[src/rtl/muldiv_pkg.sv]
// rtl/muldiv_pkg.sv - op and state encodings shared by the multiply/divide unit
package muldiv_pkg;

  typedef enum logic [2:0] {
    OP_MULT  = 3'b000,
    OP_MULTU = 3'b001,
    OP_DIV   = 3'b010,
    OP_DIVU  = 3'b011,
    OP_MTHI  = 3'b100,
    OP_MTLO  = 3'b101
  } op_e;

  typedef enum logic [1:0] {
    S_IDLE = 2'd0,
    S_CALC = 2'd1,
    S_FIX  = 2'd2
  } state_e;

  function automatic logic [31:0] abs32(input logic [31:0] v);
    return v[31] ? (~v + 32'd1) : v;
  endfunction

endpackage

[src/rtl/muldiv.sv]
// rtl/muldiv.sv - iterative radix-2 multiply/divide unit owning HI/LO
// Multiply and divide share one 64-bit shift register, one adder and the step counter.
module muldiv
  import muldiv_pkg::*;
(
  input  logic        CLK,
  input  logic        RST,
  input  logic        Start,
  input  logic [2:0]  Op,
  input  logic [31:0] Rdata1,
  input  logic [31:0] Rdata2,
  output logic        Busy,
  output logic        Done,
  output logic [31:0] HI,
  output logic [31:0] LO
);

  state_e      state;
  logic [4:0]  cnt;
  logic [63:0] acc;
  logic [31:0] b;
  logic [31:0] a_raw;
  logic        is_div;
  logic        is_signed;
  logic        sign_a;
  logic        sign_b;
  logic        div_zero;

  logic [31:0] mag1, mag2;
  logic [33:0] x_op, y_op, sum;
  logic [63:0] step;
  logic [63:0] prod_fix;
  logic [31:0] q_fix, r_fix;

  always_comb begin
    mag1 = Op[0] ? Rdata1 : abs32(Rdata1);
    mag2 = Op[0] ? Rdata2 : abs32(Rdata2);

    // Divide subtracts the divisor from the shifted partial remainder; sum[33] is the borrow.
    x_op = is_div ? {1'b0, acc[63:31]} : {2'b00, acc[63:32]};
    y_op = is_div ? ~{2'b00, b} : {2'b00, b};
    sum  = x_op + y_op + {33'd0, is_div};

    if (is_div)
      step = sum[33] ? {acc[62:0], 1'b0} : {sum[31:0], acc[30:0], 1'b1};
    else
      step = acc[0] ? {sum[32:0], acc[31:1]} : {1'b0, acc[63:32], acc[31:1]};

    prod_fix = (is_signed && (sign_a ^ sign_b)) ? (~acc + 64'd1) : acc;
    q_fix    = (is_signed && (sign_a ^ sign_b)) ? (~acc[31:0] + 32'd1) : acc[31:0];
    r_fix    = (is_signed && sign_a) ? (~acc[63:32] + 32'd1) : acc[63:32];
  end

  always_ff @(posedge CLK) begin
    if (RST) begin
      state     <= S_IDLE;
      cnt       <= 5'd0;
      acc       <= 64'd0;
      b         <= 32'd0;
      a_raw     <= 32'd0;
      is_div    <= 1'b0;
      is_signed <= 1'b0;
      sign_a    <= 1'b0;
      sign_b    <= 1'b0;
      div_zero  <= 1'b0;
      Busy      <= 1'b0;
      Done      <= 1'b0;
      HI        <= 32'd0;
      LO        <= 32'd0;
    end else begin
      Done <= 1'b0;
      case (state)
        S_IDLE: begin
          if (Start) begin
            case (op_e'(Op))
              OP_MULT, OP_MULTU, OP_DIV, OP_DIVU: begin
                is_div    <= Op[1];
                is_signed <= ~Op[0];
                sign_a    <= ~Op[0] & Rdata1[31];
                sign_b    <= ~Op[0] & Rdata2[31];
                b         <= Op[1] ? mag2 : mag1;
                acc       <= {32'd0, Op[1] ? mag1 : mag2};
                a_raw     <= Rdata1;
                div_zero  <= Op[1] && (Rdata2 == 32'd0);
                cnt       <= 5'd0;
                Busy      <= 1'b1;
                state     <= S_CALC;
              end
              OP_MTHI: HI <= Rdata1;
              OP_MTLO: LO <= Rdata1;
              default: ;
            endcase
          end
        end
        S_CALC: begin
          acc <= step;
          cnt <= cnt + 5'd1;
          if (cnt == 5'd31)
            state <= S_FIX;
        end
        S_FIX: begin
          if (div_zero) begin
            HI <= a_raw;
            LO <= 32'hFFFF_FFFF;
          end else if (is_div) begin
            HI <= r_fix;
            LO <= q_fix;
          end else begin
            HI <= prod_fix[63:32];
            LO <= prod_fix[31:0];
          end
          Done  <= 1'b1;
          Busy  <= 1'b0;
          state <= S_IDLE;
        end
        default: state <= S_IDLE;
      endcase
    end
  end

endmodule

[config.mk]
export PLATFORM = sky130hd
export DESIGN_NAME = muldiv
export DESIGN_NICKNAME = d
export VERILOG_FILES = /design/src/rtl/muldiv_pkg.sv /design/src/rtl/muldiv.sv
export SDC_FILE = /design/constraint.sdc
export NUM_CORES = 1
export LEC_CHECK = 0
export ABC_AREA = 0
export BUFFER_PORTS_ARGS = -buffer_cell sky130_fd_sc_hd__buf_2
export CAP_MARGIN = 20
export CELL_PAD_IN_SITES_DETAIL_PLACEMENT = 0
export CELL_PAD_IN_SITES_GLOBAL_PLACEMENT = 1
export CORE_UTILIZATION = 34
export DETAILED_ROUTE_END_ITERATION = 7
export PLACE_DENSITY = 0.64
export SETUP_SLACK_MARGIN = 0.5
export SYNTH_ARGS = -nofsm -noshare
export SYNTH_HDL_FRONTEND = slang
export SYNTH_SLANG_ARGS = --single-unit
[constraint.sdc]
create_clock -name CLK -period 7.13 [get_ports CLK]
set_clock_uncertainty 0.05 [all_clocks]
set_input_delay 1.0695 -clock CLK [delete_from_list [all_inputs] [get_ports CLK]]
set_output_delay 1.0695 -clock CLK [all_outputs]
set_load 0.1 [all_outputs]
==> results.tsv <==
stage	metric	value	unit
timing	setup_viol	0	
drt	met1Wirelength	26.91	mm
pwr	leakage	6.465	nW
clock_tree	cts-root-buf	clkbuf_16	
synthesis	netlist.top_cell.by_area	dfxtp_1	
floorplan	design.core.area	43460	µm²
grt	gr-total-overflow	0	
drt	wl_per_cell	23.15	µm
worst_setup_path	arrival	5.43	ns
grt	first_global_vias	14220	
drt	ant_nets	0	
worst_setup_path	rrSetupSlack	2.08	ns
placement	placed_cell_area	16010	µm²
job	max_cap_viol_count	0	
clock_tree	cts.sink_count	206	
synthesis	synth.area.top_cells	dfxtp_1 27%, a21oi_1 6.9%, nand2_1 6.6%	
grt	antenna_found_initial	0	
clock_tree	cts.repair.resized	0	
grt	grt_pass1_wl	90.56	mm
drt	vias	15340	
synthesis	synthArstFlopShare	0	%
outcome	status	completed	
clock_tree	clockBufferDepth	3	
clock_tree	clk_pin_slew	0.06	ns
timing	rsz0062_at_grt	no	
timing	fin_crit	5.050	ns
clock_tree	insertion_delay	0.54	ns
worst_setup_path	rr_worst_depth	11	
timing	tightest_slew	1.099	ns
worst_setup_path	setup.worst_path.end	acc[53]	
final_layout	antenna_cells	0	
synthesis	ys_warn_count	0	
drt	routed_via_density	5.842	
synthesis	syn_avg_cell_area	7.459	µm²
timing	setup-tns-final	0	ns
floorplan	io_pins	136	
final_layout	synthToLayoutAreaGrowth	11.14	%
timing	final_max_slew_viol_count	0	
clock_tree	cts_setup_buffers	0	
placement	io_buffers	135	
timing	finalHoldViolCount	0	
clock_tree	cts_made_buffers	25	
pwr	powerDensity	194.6	nW/µm²
placement	gp_congestion	0.9077	
worst_setup_path	worst_ep_required_time	7.51	ns
synthesis	synth_edf_count	0	
hold_path	whs_path_depth	2	
synthesis	synthDistinctLibCells	76	
synthesis	ys.flop_type	dfxtp_1	
floorplan	num_rows	76	
drt	drt_iter0_markers	1271	
floorplan	die_h	213.0	µm
clock_tree	tritoncts	built	
placement	dpl.hpwl	45.29	mm
pwr	ir_drop	0.1426	mV
floorplan	die_area	45360	µm²
clock_tree	cts_max_level	1	
final_layout	layout.nets	2134	
worst_setup_path	worst_setup_path_end_kind	flop	
synthesis	synth_top_area_share	27.25	%
grt	grt.total_usage	26.42	%
hold_path	min_path_type	flop to flop	
worst_setup_path	crit_fanout	68	
final_layout	fin_area	16820	µm²
timing	slew_headroom	26.76	%
drt	dr_wl_met3	2.734	mm
synthesis	ys_seq_area_share	27.25	%
worst_setup_path	worstSetupPathType	flop to flop	
drt	drc_errors	0	
clock_tree	cts_hold_buf	0	
worst_setup_path	worstReg2RegStart	is_div	
timing	period_share	70.83	%
floorplan	fp.dieW	213.0	µm
worst_setup_path	cp-start-kind	flop	
drt	wl_met2	28.83	mm
synthesis	syn-num-nets	2137	
drt	dr.pass1.iters	6	
final_layout	drive_gt1_share	13.08	%
synthesis	ys_ff_latch	206	
worst_setup_path	reg2reg_to	acc[53]	
drt	routed.top_layer	met4	
timing	fmax	198.0	MHz
timing	hold_slack	0.4053	ns
final_layout	utilization	38.71	%
synthesis	syn_area	15130	µm²
grt	grt_max_degree	117	
floorplan	start_util	34.83	%
drt	wl	60.79	mm
worst_setup_path	cp-startpoint	is_div	
synthesis	synthCells	2029	
[area by class of cell]
cell class	count	area, µm²
Clock buffer	33	725.7
Clock inverter	9	51.30
Fill cell	4642	26640
Inverter	36	135.1
Multi-Input combinational cell	1597	10160
Sequential cell	206	4128
Tap cell	585	732.0
Timing Repair Buffer	160	889.6
[per-layer routing]
metal	up-vias	global-route usage (%)
met5	-	0
met4	0	9.675
met3	93	2.883
met2	431	43.99
met1	7490	35.02
li1	7327	-
[per-stage QoR]
step                cells  setup WS, ns  power, W
floorplan            2029         2.722  0.001793
global placement     2582         2.229  0.002040
detailed placement   2582         2.164  0.002044
CTS                  2624         2.140  0.003280
global route         2626         1.777  0.003402
finish               2626         2.080  0.003273
[flip-flops by register name (all words and copies together), names as in the netlist]
signal and flops:
Done 1, HI 32, state 2, div_zero 1, is_signed 1, is_div 1
a_raw 32, LO 32, cnt 5, Busy 1, sign_a 1, acc 64
sign_b 1, b 32
[synthesized netlist by cell type, types with 18 or more instances]
cell type / number
o31ai_1: 22
o221ai_1: 20
a31oi_1: 18
mux2_2: 38
nor4_1: 20
dfxtp_1: 206
a211oi_1: 64
ha_1: 37
or3_1: 18
xor2_1: 103
clkbuf_1: 161
a21oi_1: 208
nand2_1: 267
o21ai_0: 120
nor2_1: 160
nor3_1: 62
a221oi_1: 33
o211ai_1: 37
inv_1: 36
nor2b_1: 19
mux2i_1: 51
xnor2_1: 79
[layout by cell type (no fill, tap or decap), drive strengths merged, types with 33 or more instances in the layout]
master and n:
nand2 267, a21oi 208, dfxtp 206, nor2 161, buf 160, o21ai 122, xor2 103, xnor2 80
a211oi 64, nor3 63, mux2i 51, mux2 38, o211ai 37, ha 37, inv 36, a221oi 33
clkbuf 33
[worst max-delay path: stages, from the launching register on]
cell and delay (ns):
dfxtp_4 0.93, buf_4 0.50, mux2_2 0.39, ha_1 0.40, nand2_1 0.11, o21ai_0 0.15, a221oi_1 0.33, o21ai_0 0.12
a21oi_1 0.52, o21a_1 0.92, a31oi_1 0.19, a32o_1 0.30
[cell families (layout without fill, tap and decap cells)]
group	after synthesis	count (layout)	synth area share (%)
simple gates	647	647	19.71
compound gates	640	640	27.17
buf+inv	226	238	5.837
flops	206	206	27.25
xor+xnor	183	183	10.64
mux	89	89	6.200
fa+ha+maj	38	38	3.191
[power breakdown]
part           switching, W  internal (W)  total (W)
clock network      0.000535      0.000709    0.00124
registers         0.0000820       0.00120    0.00129
logic              0.000513      0.000231   0.000744
[worst min path at each step]
stage | start | slack, ns | endpoint
after detailed placement | a_raw[19] | 0.39 | a_raw[19]
after CTS | a_raw[19] | 0.40 | a_raw[19]
after global placement | a_raw[19] | 0.39 | a_raw[19]
after floorplan | a_raw[19] | 0.38 | a_raw[19]
final | Busy | 0.41 | Busy
after global routing | a_raw[31] | 0.42 | a_raw[31]
Power figures use the tool's default switching activity.
